===== src/rtl/ad1939_spi_config_seq.sv =====
// AD1939 control-port sequencer: after the power-on wait it writes every register-table entry
// over the codec SPI port, then serves single-register runtime writes via req/ack.
// Optional build macro READBACK_VERIFY_EN adds a read frame after each verified table write,
// compares the read data with the written data, and reports the first mismatch.
module ad1939_spi_config_seq #(
   parameter int unsigned CLK_DIV    = 8,
   parameter int unsigned NUM_REGS   = 17,
   parameter int unsigned POR_WAIT   = 4096,
   parameter int unsigned GAP_CYCLES = 16,
   parameter logic [6:0]  CHIP_ADDR  = 7'h04
) (
   input  logic        clk_clk,
   input  logic        reset_reset_n,
   input  logic        start,
   output logic [4:0]  tbl_idx,
   input  logic [16:0] tbl_data,
   input  logic        wr_req,
   input  logic [7:0]  wr_addr,
   input  logic [7:0]  wr_data,
   output logic        wr_ack,
   output logic        busy,
   output logic        ready,
   output logic        error,
   output logic [4:0]  err_idx,
   output logic        clatch_n,
   output logic        cclk,
   output logic        cin,
   input  logic        cout
);

   typedef enum logic [2:0] {StPor, StFetch, StLoad, StShift, StGap, StReady} state_e;

   localparam int unsigned CntW = $clog2(POR_WAIT + CLK_DIV + GAP_CYCLES + 1);
   localparam logic [CntW-1:0] PorLast = CntW'(POR_WAIT - 1);
   localparam logic [CntW-1:0] DivLast = CntW'(CLK_DIV - 1);
   localparam logic [CntW-1:0] GapLast = CntW'(GAP_CYCLES - 1);
   localparam logic [4:0]      IdxLast = 5'(NUM_REGS - 1);

   state_e          state_q;
   logic [CntW-1:0] cnt_q;
   logic [4:0]      bit_q;
   logic [23:0]     sr_q;
   logic [4:0]      idx_q;
   logic            rt_q;
   logic            ack_q, busy_q, ready_q;
   logic            cl_q, cclk_q, cin_q;
`ifdef READBACK_VERIFY_EN
   logic            rd_q;
   logic            nover_q;
   logic [7:0]      addr_q, data_q, rdat_q;
   logic            err_q;
   logic [4:0]      erridx_q;
`else
   logic            unused_in;
   assign unused_in = ^{cout, tbl_data[16]};
`endif

   // Sequencer FSM with all SPI and handshake outputs registered.
   always_ff @(posedge clk_clk) begin
      if (!reset_reset_n) begin
         state_q  <= StPor;
         cnt_q    <= '0;
         bit_q    <= 5'd23;
         sr_q     <= '0;
         idx_q    <= '0;
         rt_q     <= 1'b0;
         ack_q    <= 1'b0;
         busy_q   <= 1'b1;
         ready_q  <= 1'b0;
         cl_q     <= 1'b1;
         cclk_q   <= 1'b0;
         cin_q    <= 1'b0;
`ifdef READBACK_VERIFY_EN
         rd_q     <= 1'b0;
         nover_q  <= 1'b0;
         addr_q   <= '0;
         data_q   <= '0;
         rdat_q   <= '0;
         err_q    <= 1'b0;
         erridx_q <= '0;
`endif
      end else begin
         ack_q <= 1'b0;
         unique case (state_q)
            StPor: begin
               if (cnt_q == PorLast) begin
                  cnt_q   <= '0;
                  state_q <= StFetch;
               end else begin
                  cnt_q <= cnt_q + 1'b1;
               end
            end
            // tbl_data for the current index becomes valid one cycle after tbl_idx
            StFetch: state_q <= StLoad;
            StLoad: begin
               if (rt_q) begin
                  sr_q <= {CHIP_ADDR, 1'b0, wr_addr, wr_data};
               end
`ifdef READBACK_VERIFY_EN
               else if (rd_q) begin
                  sr_q <= {CHIP_ADDR, 1'b1, addr_q, 8'h00};
               end
`endif
               else begin
                  sr_q <= {CHIP_ADDR, 1'b0, tbl_data[15:0]};
`ifdef READBACK_VERIFY_EN
                  addr_q  <= tbl_data[15:8];
                  data_q  <= tbl_data[7:0];
                  nover_q <= tbl_data[16];
`endif
               end
               cin_q   <= CHIP_ADDR[6];
               cl_q    <= 1'b0;
               cnt_q   <= '0;
               bit_q   <= 5'd23;
               state_q <= StShift;
            end
            StShift: begin
               if (cnt_q == DivLast) begin
                  cnt_q <= '0;
                  if (!cclk_q) begin
                     cclk_q <= 1'b1;
`ifdef READBACK_VERIFY_EN
                     if (bit_q < 5'd8) rdat_q <= {rdat_q[6:0], cout};
`endif
                  end else begin
                     cclk_q <= 1'b0;
                     if (bit_q == 5'd0) begin
                        cl_q    <= 1'b1;
                        cin_q   <= 1'b0;
                        state_q <= StGap;
`ifdef READBACK_VERIFY_EN
                        if (rd_q && (rdat_q != data_q) && !err_q) begin
                           err_q    <= 1'b1;
                           erridx_q <= idx_q;
                        end
`endif
                     end else begin
                        bit_q <= bit_q - 5'd1;
                        cin_q <= sr_q[22];
                        sr_q  <= {sr_q[22:0], 1'b0};
                     end
                  end
               end else begin
                  cnt_q <= cnt_q + 1'b1;
               end
            end
            StGap: begin
               if (cnt_q == GapLast) begin
                  cnt_q <= '0;
                  if (rt_q) begin
                     rt_q    <= 1'b0;
                     busy_q  <= 1'b0;
                     ready_q <= 1'b1;
                     state_q <= StReady;
                  end
`ifdef READBACK_VERIFY_EN
                  else if (!rd_q && !nover_q) begin
                     rd_q    <= 1'b1;
                     state_q <= StLoad;
                  end
`endif
                  else begin
`ifdef READBACK_VERIFY_EN
                     rd_q <= 1'b0;
`endif
                     if (idx_q == IdxLast) begin
                        idx_q   <= '0;
                        busy_q  <= 1'b0;
                        ready_q <= 1'b1;
                        state_q <= StReady;
                     end else begin
                        idx_q   <= idx_q + 5'd1;
                        state_q <= StFetch;
                     end
                  end
               end else begin
                  cnt_q <= cnt_q + 1'b1;
               end
            end
            StReady: begin
               // start has priority; a concurrent wr_req stays pending
               if (start) begin
                  idx_q   <= '0;
                  busy_q  <= 1'b1;
                  ready_q <= 1'b0;
                  state_q <= StFetch;
               end else if (wr_req) begin
                  ack_q   <= 1'b1;
                  rt_q    <= 1'b1;
                  busy_q  <= 1'b1;
                  ready_q <= 1'b0;
                  state_q <= StLoad;
               end
            end
            default: state_q <= StPor;
         endcase
      end
   end

   assign tbl_idx  = idx_q;
   assign wr_ack   = ack_q;
   assign busy     = busy_q;
   assign ready    = ready_q;
   assign clatch_n = cl_q;
   assign cclk     = cclk_q;
   assign cin      = cin_q;
`ifdef READBACK_VERIFY_EN
   assign error    = err_q;
   assign err_idx  = erridx_q;
`else
   assign error    = 1'b0;
   assign err_idx  = 5'd0;
`endif

endmodule


===== config.mk =====
export PLATFORM = sky130hd
export DESIGN_NAME = ad1939_spi_config_seq
export DESIGN_NICKNAME = d
export VERILOG_FILES = /design/src/rtl/ad1939_spi_config_seq.sv
export SDC_FILE = /design/constraint.sdc
export NUM_CORES = 1
export LEC_CHECK = 0
export BUFFER_PORTS_ARGS = -buffer_cell sky130_fd_sc_hd__clkbuf_2
export CAP_MARGIN = 20
export CORE_ASPECT_RATIO = 1.5
export CORE_MARGIN = 2
export CORE_UTILIZATION = 40
export CTS_BUF_LIST = sky130_fd_sc_hd__clkbuf_8
export DETAILED_ROUTE_END_ITERATION = 10
export GPL_TIMING_DRIVEN = 1
export PLACE_DENSITY = 0.64
export SETUP_SLACK_MARGIN = 0.5
export SLEW_MARGIN = 10
export SYNTH_ARGS = -nofsm -noshare
export SYNTH_HDL_FRONTEND = slang
export SYNTH_SLANG_ARGS = --single-unit

===== constraint.sdc =====
create_clock -name clk_clk -period 5.34 [get_ports clk_clk]
set_clock_uncertainty 0.1 [all_clocks]
set_input_delay 0.534 -clock clk_clk [delete_from_list [all_inputs] [get_ports clk_clk]]
set_output_delay 0.534 -clock clk_clk [all_outputs]
set_load 0.01 [all_outputs]

After elaboration in Yosys (flattened, before gate mapping). Index checks and enable logic that the tools add are counted.

Register bits after elaboration: 56. Input bits: 38. Output and inout port bits: 17. Word-level logic and storage cells: 105.

Add/sub/neg operators: 3. Equality and inequality tests: 21. Multiplexer cells: 53. Bitwise gates (word level): 2. Reductions and logical operators: 14.

Operators by type and width (count): 23-bit 2-to-1 mux (3); 13-bit one-hot mux with 4 select lines (1); 23-bit one-hot mux with 2 select lines (1); 13-bit 2-to-1 mux (3); 5-bit 2-to-1 mux (7); 3-bit 2-to-1 mux (9); 1-bit 2-to-1 mux (20); 2-bit != test, second input constant (10); 5-bit one-hot mux with 2 select lines (2); 4-bit AND reduction (5); 3-bit one-hot mux with 6 select lines (1); 16-bit 2-to-1 mux (1); 13-bit by 1-bit adder with 13-bit output, second input constant (1); 13-bit by 12-bit equality test with 1-bit output, second input constant (1); 13-bit by 3-bit equality test with 1-bit output, second input constant (1); 13-bit by 4-bit equality test with 1-bit output, second input constant (1); 1-bit one-hot mux with 2 select lines (5); 3-bit by 2-bit equality test with 1-bit output, second input constant (2); 3-bit equality test, second input constant (2); 3-bit != test, second input constant (2); 6-bit AND reduction (1); 5-bit by 1-bit adder with 5-bit output, second input constant (1); 5-bit equality test, second input constant (1); 5-bit zero test (1); 9 further kinds (11).

Longest topological paths before layout. Gate-level depths: netlist (run 1).

Depth in word-level cells: 5. Depth in mapped cells: 10. Depth with buffers taken out: 8.

Worst setup path before layout (run 1). Ideal clock, no wire load.

Path type: reg-to-reg. From: reg cnt_q[9]. To: reg idx_q[2], in the netlist tbl_idx[2]. Library setup time: 0.070 ns. Arrival time: 2.454 ns. Path slack: 2.715 ns. Cell stages (with the launch flop): 7. Path buffers: 0. Period minus slack after synthesis: 2.625 ns. Cells stage by stage: dfxtp_1 or4_1 or4b_4 o31a_1 or3_1 or3b_1 a21oi_1.

Cells in the longest elaborated chain, start to end: 3.

RTL lines: start, declared (RTL line 40) `logic [CntW-1:0] cnt_q;`; start signal, assigned (RTL line 90) `cnt_q <= cnt_q + 1'b1;`; start signal, assigned (RTL line 145) `cnt_q <= cnt_q + 1'b1;`; start signal, assigned (RTL line 178) `cnt_q <= cnt_q + 1'b1;`; 13-bit by 4-bit equality test with 1-bit output (RTL line 149) `if (cnt_q == GapLast) begin`; 2-bit != test (no source line); 4-bit AND reduction (no source line); end signal, assigned (RTL line 173) `idx_q <= idx_q + 5'd1;`; end, declared (RTL line 43) `logic [4:0] idx_q;`.

No other way between the ends. A chain may end at the register's enable or synchronous reset.

Worst setup path after layout (run 1).
From: reg cnt_q[9]. To: reg bit_q[4].

Cells in the longest elaborated chain, start to end: 3.

RTL lines: 13-bit by 3-bit equality test with 1-bit output (RTL line 119) `if (cnt_q == DivLast) begin`; 2-bit != test (no source line); 4-bit AND reduction (no source line); end signal, assigned (RTL line 139) `bit_q <= bit_q - 5'd1;`; end, declared (RTL line 41) `logic [4:0] bit_q;`.

No other way between the ends.

==> out/qor.txt, run 1 <==
Clock transition at path regs - 0.10 ns
Count of input and output buffers - 46
Adder-Cell Fraction of Synth Area - 0.01760
Vias post-DR - 2542
Max-slew headroom - 0.2787
CP Buf/Inv Count - 0
Critical path arrival - 3.28 ns
Slowest stage delay, CP - 0.74 ns
Crit path cell chain - or4_1, or4_2, o21ai_1, and2_1, nand3_1, a21o_1
First-pass GRT wire length - 10300 um
Layout Area Growth over Synthesis - 11.57%
Internal reg-to-reg setup slack - 2.19 ns
Remaining DRCs - 0
Post-synth cell types - 56
Initial antenna violation count - 0
Area fraction of the dominant cell type after synthesis - 0.3942
Setup TNS - 0 ns
Bufs on Longest Clock Path - 2
GP Congestion - 0.8393
YS warnings - 0
Global route overflow - 0
Met2 routed WL - 3087 um
Worst hold path type - reg -> reg
Final WL - 6086 um
Layout Cells excl Fill - 463
CP endpoint kind - register
Via density - 5.490
Worst VDD drop - 206.2 uV
Io pins - 55
Tmin final - 3.152 ns
Ys async rst share - 0
Mux cell area share after synthesis - 0.06027
Ant diodes - 0
Core ar. - 6898 sq um
Worst path slowest cell - or4_2
Worst path required time - 5.47 ns
Htree depth - 2
Most frequent cells in the layout - nand2_1, dfxtp_1, clkbuf_2
Total track usage - 0.1644
Synthesized area - 2844 sq um
Nets - 426
Post-CTS resize count - 0
WL met3 - 194 um
Sequential share of the synthesized area - 0.3942
Crit-path max FO - 24
Post-DRT Antenna Nets - 0
Mapped Cells - 351
Initial Util - 0.4123
Proportion of layout cells with a drive suffix above 1 - 0.1688
Die height - 107.3 um
Complex-gate fraction of the synthesized area - 0.1931
# setup viols final - 0
TritonCTS Buffers - 5
Avg WL per Cell - 13.14 um
Flops & latches, synth - 56
RSZ-0062 raised after global routing - no
Post-synth EDFFs - 0
Max_cap viols - 0
Status - finished clean
Clock sink total - 56
Synth Area in Simple Gates - 0.2424
Largest net degree at the start of global routing - 37
XOR/XNOR Fraction of Synth Area - 0.03388
Detailed Place HPWL - 4233 um
Primary FF master, synth - dfxtp_1
Crit path kind - reg -> reg
Die area - 7814 sq um
Cells after DPL - 455
Met1 WL - 2623 um
Synth area leader - dfxtp_1
Largest family of logic cells by synthesized area - simple AND/OR/NAND/NOR gates
Slew @ Worst Pin - 1.079 ns
Clk root buf - clkbuf_8
Post-CTS Setup Repair Bufs - 0
Final worst-path cycle share - 0.5902
Synth top area cells - dfxtp_1, nand2_1, a21oi_1
Cts hold-fix bufs - 0
Final Hold Fails - 0
CTS tree - yes
Peak Freq - 0.3173 GHz
Avg Inst Size Synth - 8.103 sq um
Commonest non-fill, non-tap cell in the layout - nand2_1
Number of cell rows - 37
Pleak - 1.253 nW
Max Slew Vio Count - 0
FILL cells - 705
Max Used Layer - met4
Die Wd - 72.85 um
Drt pass-1 iters - 4
Number of global-route vias before repair - 2326
Crit start category - register
1st-iter DRT viols - 91
Pwr Density - 323.7 nW/um^2
Clock Latency Late Sink - 0.32 ns
Family with the most delay on the worst path - simple AND/OR/NAND/NOR gates
synthesized netlist by cell type, types with 2 or more instances:
cell type   n
ha_1        4
and2_1      5
nand2b_1    6
and3_1      2
o21ai_1     2
o211ai_1   15
a22oi_1     4
inv_1      10
o221a_2     2
nor2_1     25
and4_1      2
a31oi_1     3
clkbuf_1   15
nand3_1     9
mux2i_1    16
a21oi_1    32
nor3_1      7
nand4_1     4
xnor2_1     3
or3_1       4
dfxtp_1    56
o21a_1      2
nor4b_1     2
o31ai_1     3
nand3b_1    2
nor2b_1     4
nand2_1    57
or4_1       2
buf_4       8
o21ai_0    12
xor2_1      8
state kept, by name, indices dropped and copies added (netlist names):
| signal | flops |
|---|---|
| cin | 1 |
| tbl_idx | 5 |
| sr_q | 23 |
| state_q | 3 |
| cclk | 1 |
| cnt_q | 13 |
| rt_q | 1 |
| wr_ack | 1 |
| ready | 1 |
| bit_q | 5 |
| clatch_n | 1 |
| busy | 1 |
power breakdown:
group	internal (mW)	total, mW	switching (mW)
combinational	0.0893	0.237	0.148
sequential	0.463	0.515	0.0516
clock	0.138	0.275	0.137
kinds of logic after synthesis:
group           after synthesis
compound gates               87
xor+xnor                     11
fa+ha+maj                     4
buf+inv                      35
flops                        56
mux                          17
other cells                   1
simple gates                140
layout make-up:
cell class              instances  area [sq um]  area share
multi-input cells             265          1579      0.4976
flip-flops and latches         56          1121      0.3533
repair buffers                 46         230.2     0.07256
well taps                      78         97.59     0.03076
clock buffers                   5         68.82     0.02169
clock inverters                 3         38.79     0.01222
inverters                      10         37.54     0.01183
layer usage:
metal,vias up,global-route usage
met5,-,0
li1,1297,-
met3,18,0.03745
met1,1181,0.1891
met2,46,0.2805
met4,0,0.08069
metrics by stage:
| step | cell area (sq um) | util | hold slack (ns) | power, mW | setup slack, ns |
|---|---|---|---|---|---|
| floorplan | 2863 | - | 0.3276 | 0.7100 | 2.715 |
| global placement | 3065 | 0.4444 | 0.3378 | 0.7559 | 2.228 |
| detailed placement | 3065 | 0.4444 | 0.3479 | 0.7618 | 2.207 |
| CTS | 3173 | 0.4600 | 0.3595 | 1.040 | 2.194 |
| global route | 3173 | 0.4600 | 0.3801 | 1.099 | 1.924 |
| finish | 3173 | 0.4600 | 0.3559 | 1.027 | 2.188 |
final timing paths:
path	end	from	depth (start not counted)
worst max-delay path	bit_q[4]	cnt_q[9]	6
worst min-delay path	sr_q[22]	sr_q[21]	2
worst max register to register	bit_q[4]	cnt_q[9]	6
worst min register to register	sr_q[22]	sr_q[21]	2
worst min-delay path, cell delays in order (launching register included):
cell and delay [ns]:
dfxtp_1 0.32, nand2_1 0.05, a21oi_1 0.05
Power figures use the tool's default switching activity.
==> run 2: changes to the inputs <==
==> constraint.sdc (replaced) <==
create_clock -name clk_clk -period 3.1 [get_ports clk_clk]
set_clock_uncertainty 0.1 [all_clocks]
set_input_delay 0.31 -clock clk_clk [delete_from_list [all_inputs] [get_ports clk_clk]]
set_output_delay 0.31 -clock clk_clk [all_outputs]
set_load 0.01 [all_outputs]
==> run 2 against run 1 <==
Total power is 74% higher. Clock power is 67% higher. Clock-buffer cell count stayed put. Register-to-register slack worse by 1.8 ns. Setup slack worse by 1.8 ns. Final area is 3.4% higher. Wire length is 4.8% lower. Die area stayed put. First-iteration DRC count is 22% lower. Critical path type unchanged. Critical endpoint is now tbl_idx[2].
==> out/qor.txt, run 2 (synthesized netlist as in run 1, its figures left out) <==
Clock sink total - 56 (unchanged)
Pleak - 1.293 nW (+3.2%)
RSZ-0062 raised after global routing - yes
Slowest stage delay, CP - 0.56 ns (-0.18 ns)
Max reg flops - 23 (unchanged)
Hold Path Origin - wr_req
Status - finished clean
Number of global-route vias before repair - 2402 (+3.3%)
Worst VDD drop - 337.2 uV (+64%)
Bufs on Longest Clock Path - 2 (unchanged)
Tmin final - 2.717 ns (-0.4347 ns)
Die height - 107.3 um (unchanged)
Die Wd - 72.85 um (unchanged)
Ant diodes - 0 (unchanged)
CTS tree - yes
R2r startpoint - cnt_q[9]
Io pins - 55 (unchanged)
Via density - 5.323 (-3.0%)
Final worst-path cycle share - 0.8764 (+0.2862)
Largest net degree at the start of global routing - 35 (-5.4%)
Vias post-DR - 2502 (-1.6%)
Number of cell rows - 37 (unchanged)
Proportion of layout cells with a drive suffix above 1 - 0.2117 (+0.04290)
Global route overflow - 0 (unchanged)
Initial Util - 0.4123 (unchanged)
CP Buf/Inv Count - 0 (unchanged)
Slew @ Worst Pin - 0.9684 ns (-0.1109 ns)
Most frequent cells in the layout - nand2_1, dfxtp_1, clkbuf_2
FILL cells - 673 (-4.5%)
Crit-path max FO - 3 (-88%)
# setup viols final - 0 (unchanged)
Setup TNS - 0 ns (unchanged)
Die area - 7814 sq um (unchanged)
TritonCTS Buffers - 5 (unchanged)
Crit start category - register
Worst hold path type - in -> reg
Remaining DRCs - 0 (unchanged)
Final Hold Fails - 0 (unchanged)
Largest Register - sr_q
Nets - 433 (+1.6%)
Cts hold-fix bufs - 0 (unchanged)
Post-DRT Antenna Nets - 0 (unchanged)
Pwr Density - 543.3 nW/um^2 (+68%)
First-pass GRT wire length - 9984 um (-3.1%)
Layout Area Growth over Synthesis - 15.35%
Max-slew headroom - 0.3537 (+0.07498)
Htree depth - 2 (unchanged)
Detailed Place HPWL - 4181 um (-1.2%)
Worst path slowest cell - or4b_4
CP endpoint kind - register
Final WL - 5793 um (-4.8%)
Commonest non-fill, non-tap cell in the layout - nand2_1
CP startpoint - cnt_q[9]
Design Power - 1.782 mW (+74%)
Fin worst setup slack - 0.3831 ns (-1.805 ns)
GP Congestion - 0.8198 (-2.3%)
1st-iter DRT viols - 71 (-22%)
Critical path arrival - 2.83 ns (-0.45 ns)
Clock transition at path regs - 0.10 ns (about the same)
Initial antenna violation count - 0 (unchanged)
Clock Latency Late Sink - 0.30 ns (-0.02 ns)
Worst slack, placed - 0.3018 ns (-1.905 ns)
Clk root buf - clkbuf_8
Family with the most delay on the worst path - simple AND/OR/NAND/NOR gates
Worst path required time - 3.21 ns (-2.26 ns)
Total track usage - 0.1558 (-0.008604)
Crit path cell chain - or4_4, or4b_4, o31a_1, or3_4, or3b_1, a21oi_1
Peak Freq - 0.3681 GHz (+16%)
Max_cap viols - 0 (unchanged)
Count of input and output buffers - 46 (unchanged)
Core ar. - 6898 sq um (unchanged)
Largest regs - sr_q x23, cnt_q x13
Crit path kind - reg -> reg
Drt pass-1 iters - 4 (unchanged)
Avg WL per Cell - 12.33 um (-6.2%)
Max Slew Vio Count - 0 (unchanged)
## run 2: cell types whose count changed in the layout (fill, tap and decap cells not counted), sizes merged
cell / delta
buf: +7
## run 2: worst register-to-register path, stage by stage (launching register included)
cell and delay (ns):
dfxtp_2 0.34, or4_4 0.52, or4b_4 0.56, o31a_1 0.26, or3_4 0.37, or3b_1 0.35, a21oi_1 0.12
## run 2: path summary, 6_finish.rpt
check	end	slack (ns)	cells after the start
worst max-delay path	tbl_idx[2]	0.38	6
worst min-delay path	wr_ack	0.24	2
worst max register to register	tbl_idx[2]	0.38	6
worst min register to register	sr_q[22]	0.36	2
## run 2: final cells by class
class | instances | area, sq um | area share
Timing Repair Buffer | 53 | 295.3 | 0.09001
Clock buffer | 5 | 68.82 | 0.02098
Sequential cell | 56 | 1129 | 0.3440
Inverter | 10 | 37.54 | 0.01144
Tap cell | 78 | 97.59 | 0.02975
Multi-Input combinational cell | 265 | 1614 | 0.4920
Clock inverter | 3 | 38.79 | 0.01182
## run 2: where the power goes
group / switching, mW / internal [mW] / total [mW]
sequential: 0.0865 / 0.797 / 0.883
combinational: 0.261 / 0.179 / 0.440
clock: 0.222 / 0.237 / 0.459
total: 0.570 / 1.21 / 1.78
## run 2: routing by layer
| layer | up-vias | part of all wire | track usage |
|---|---|---|---|
| met5 | - | 0 | 0 |
| met4 | 0 | 0.016 | 0.05291 |
| met3 | 4 | 0.035 | 0.02809 |
| met2 | 47 | 0.50 | 0.2838 |
| met1 | 1145 | 0.45 | 0.1782 |
| li1 | 1306 | - | - |
## run 2: what timing repair did
item	CTS	global route
setup buffers	2	1
endpoints found under the setup margin	36	43
pin swaps	3	2
gates resized for setup	6	7
gates cloned	0	0
## run 2: per-stage QoR
| stage | cell area, sq um | utilization | instances | hold slack (ns) |
|---|---|---|---|---|
| after floorplan | 2863 | - | 356 | 0.3276 |
| after global placement | 3108 | 0.4506 | 459 | 0.3408 |
| after detailed placement | 3108 | 0.4506 | 459 | 0.3484 |
| after CTS | 3248 | 0.4709 | 469 | 0.2329 |
| after global routing | 3281 | 0.4756 | 470 | 0.2230 |
| final | 3281 | 0.4756 | 470 | 0.2424 |
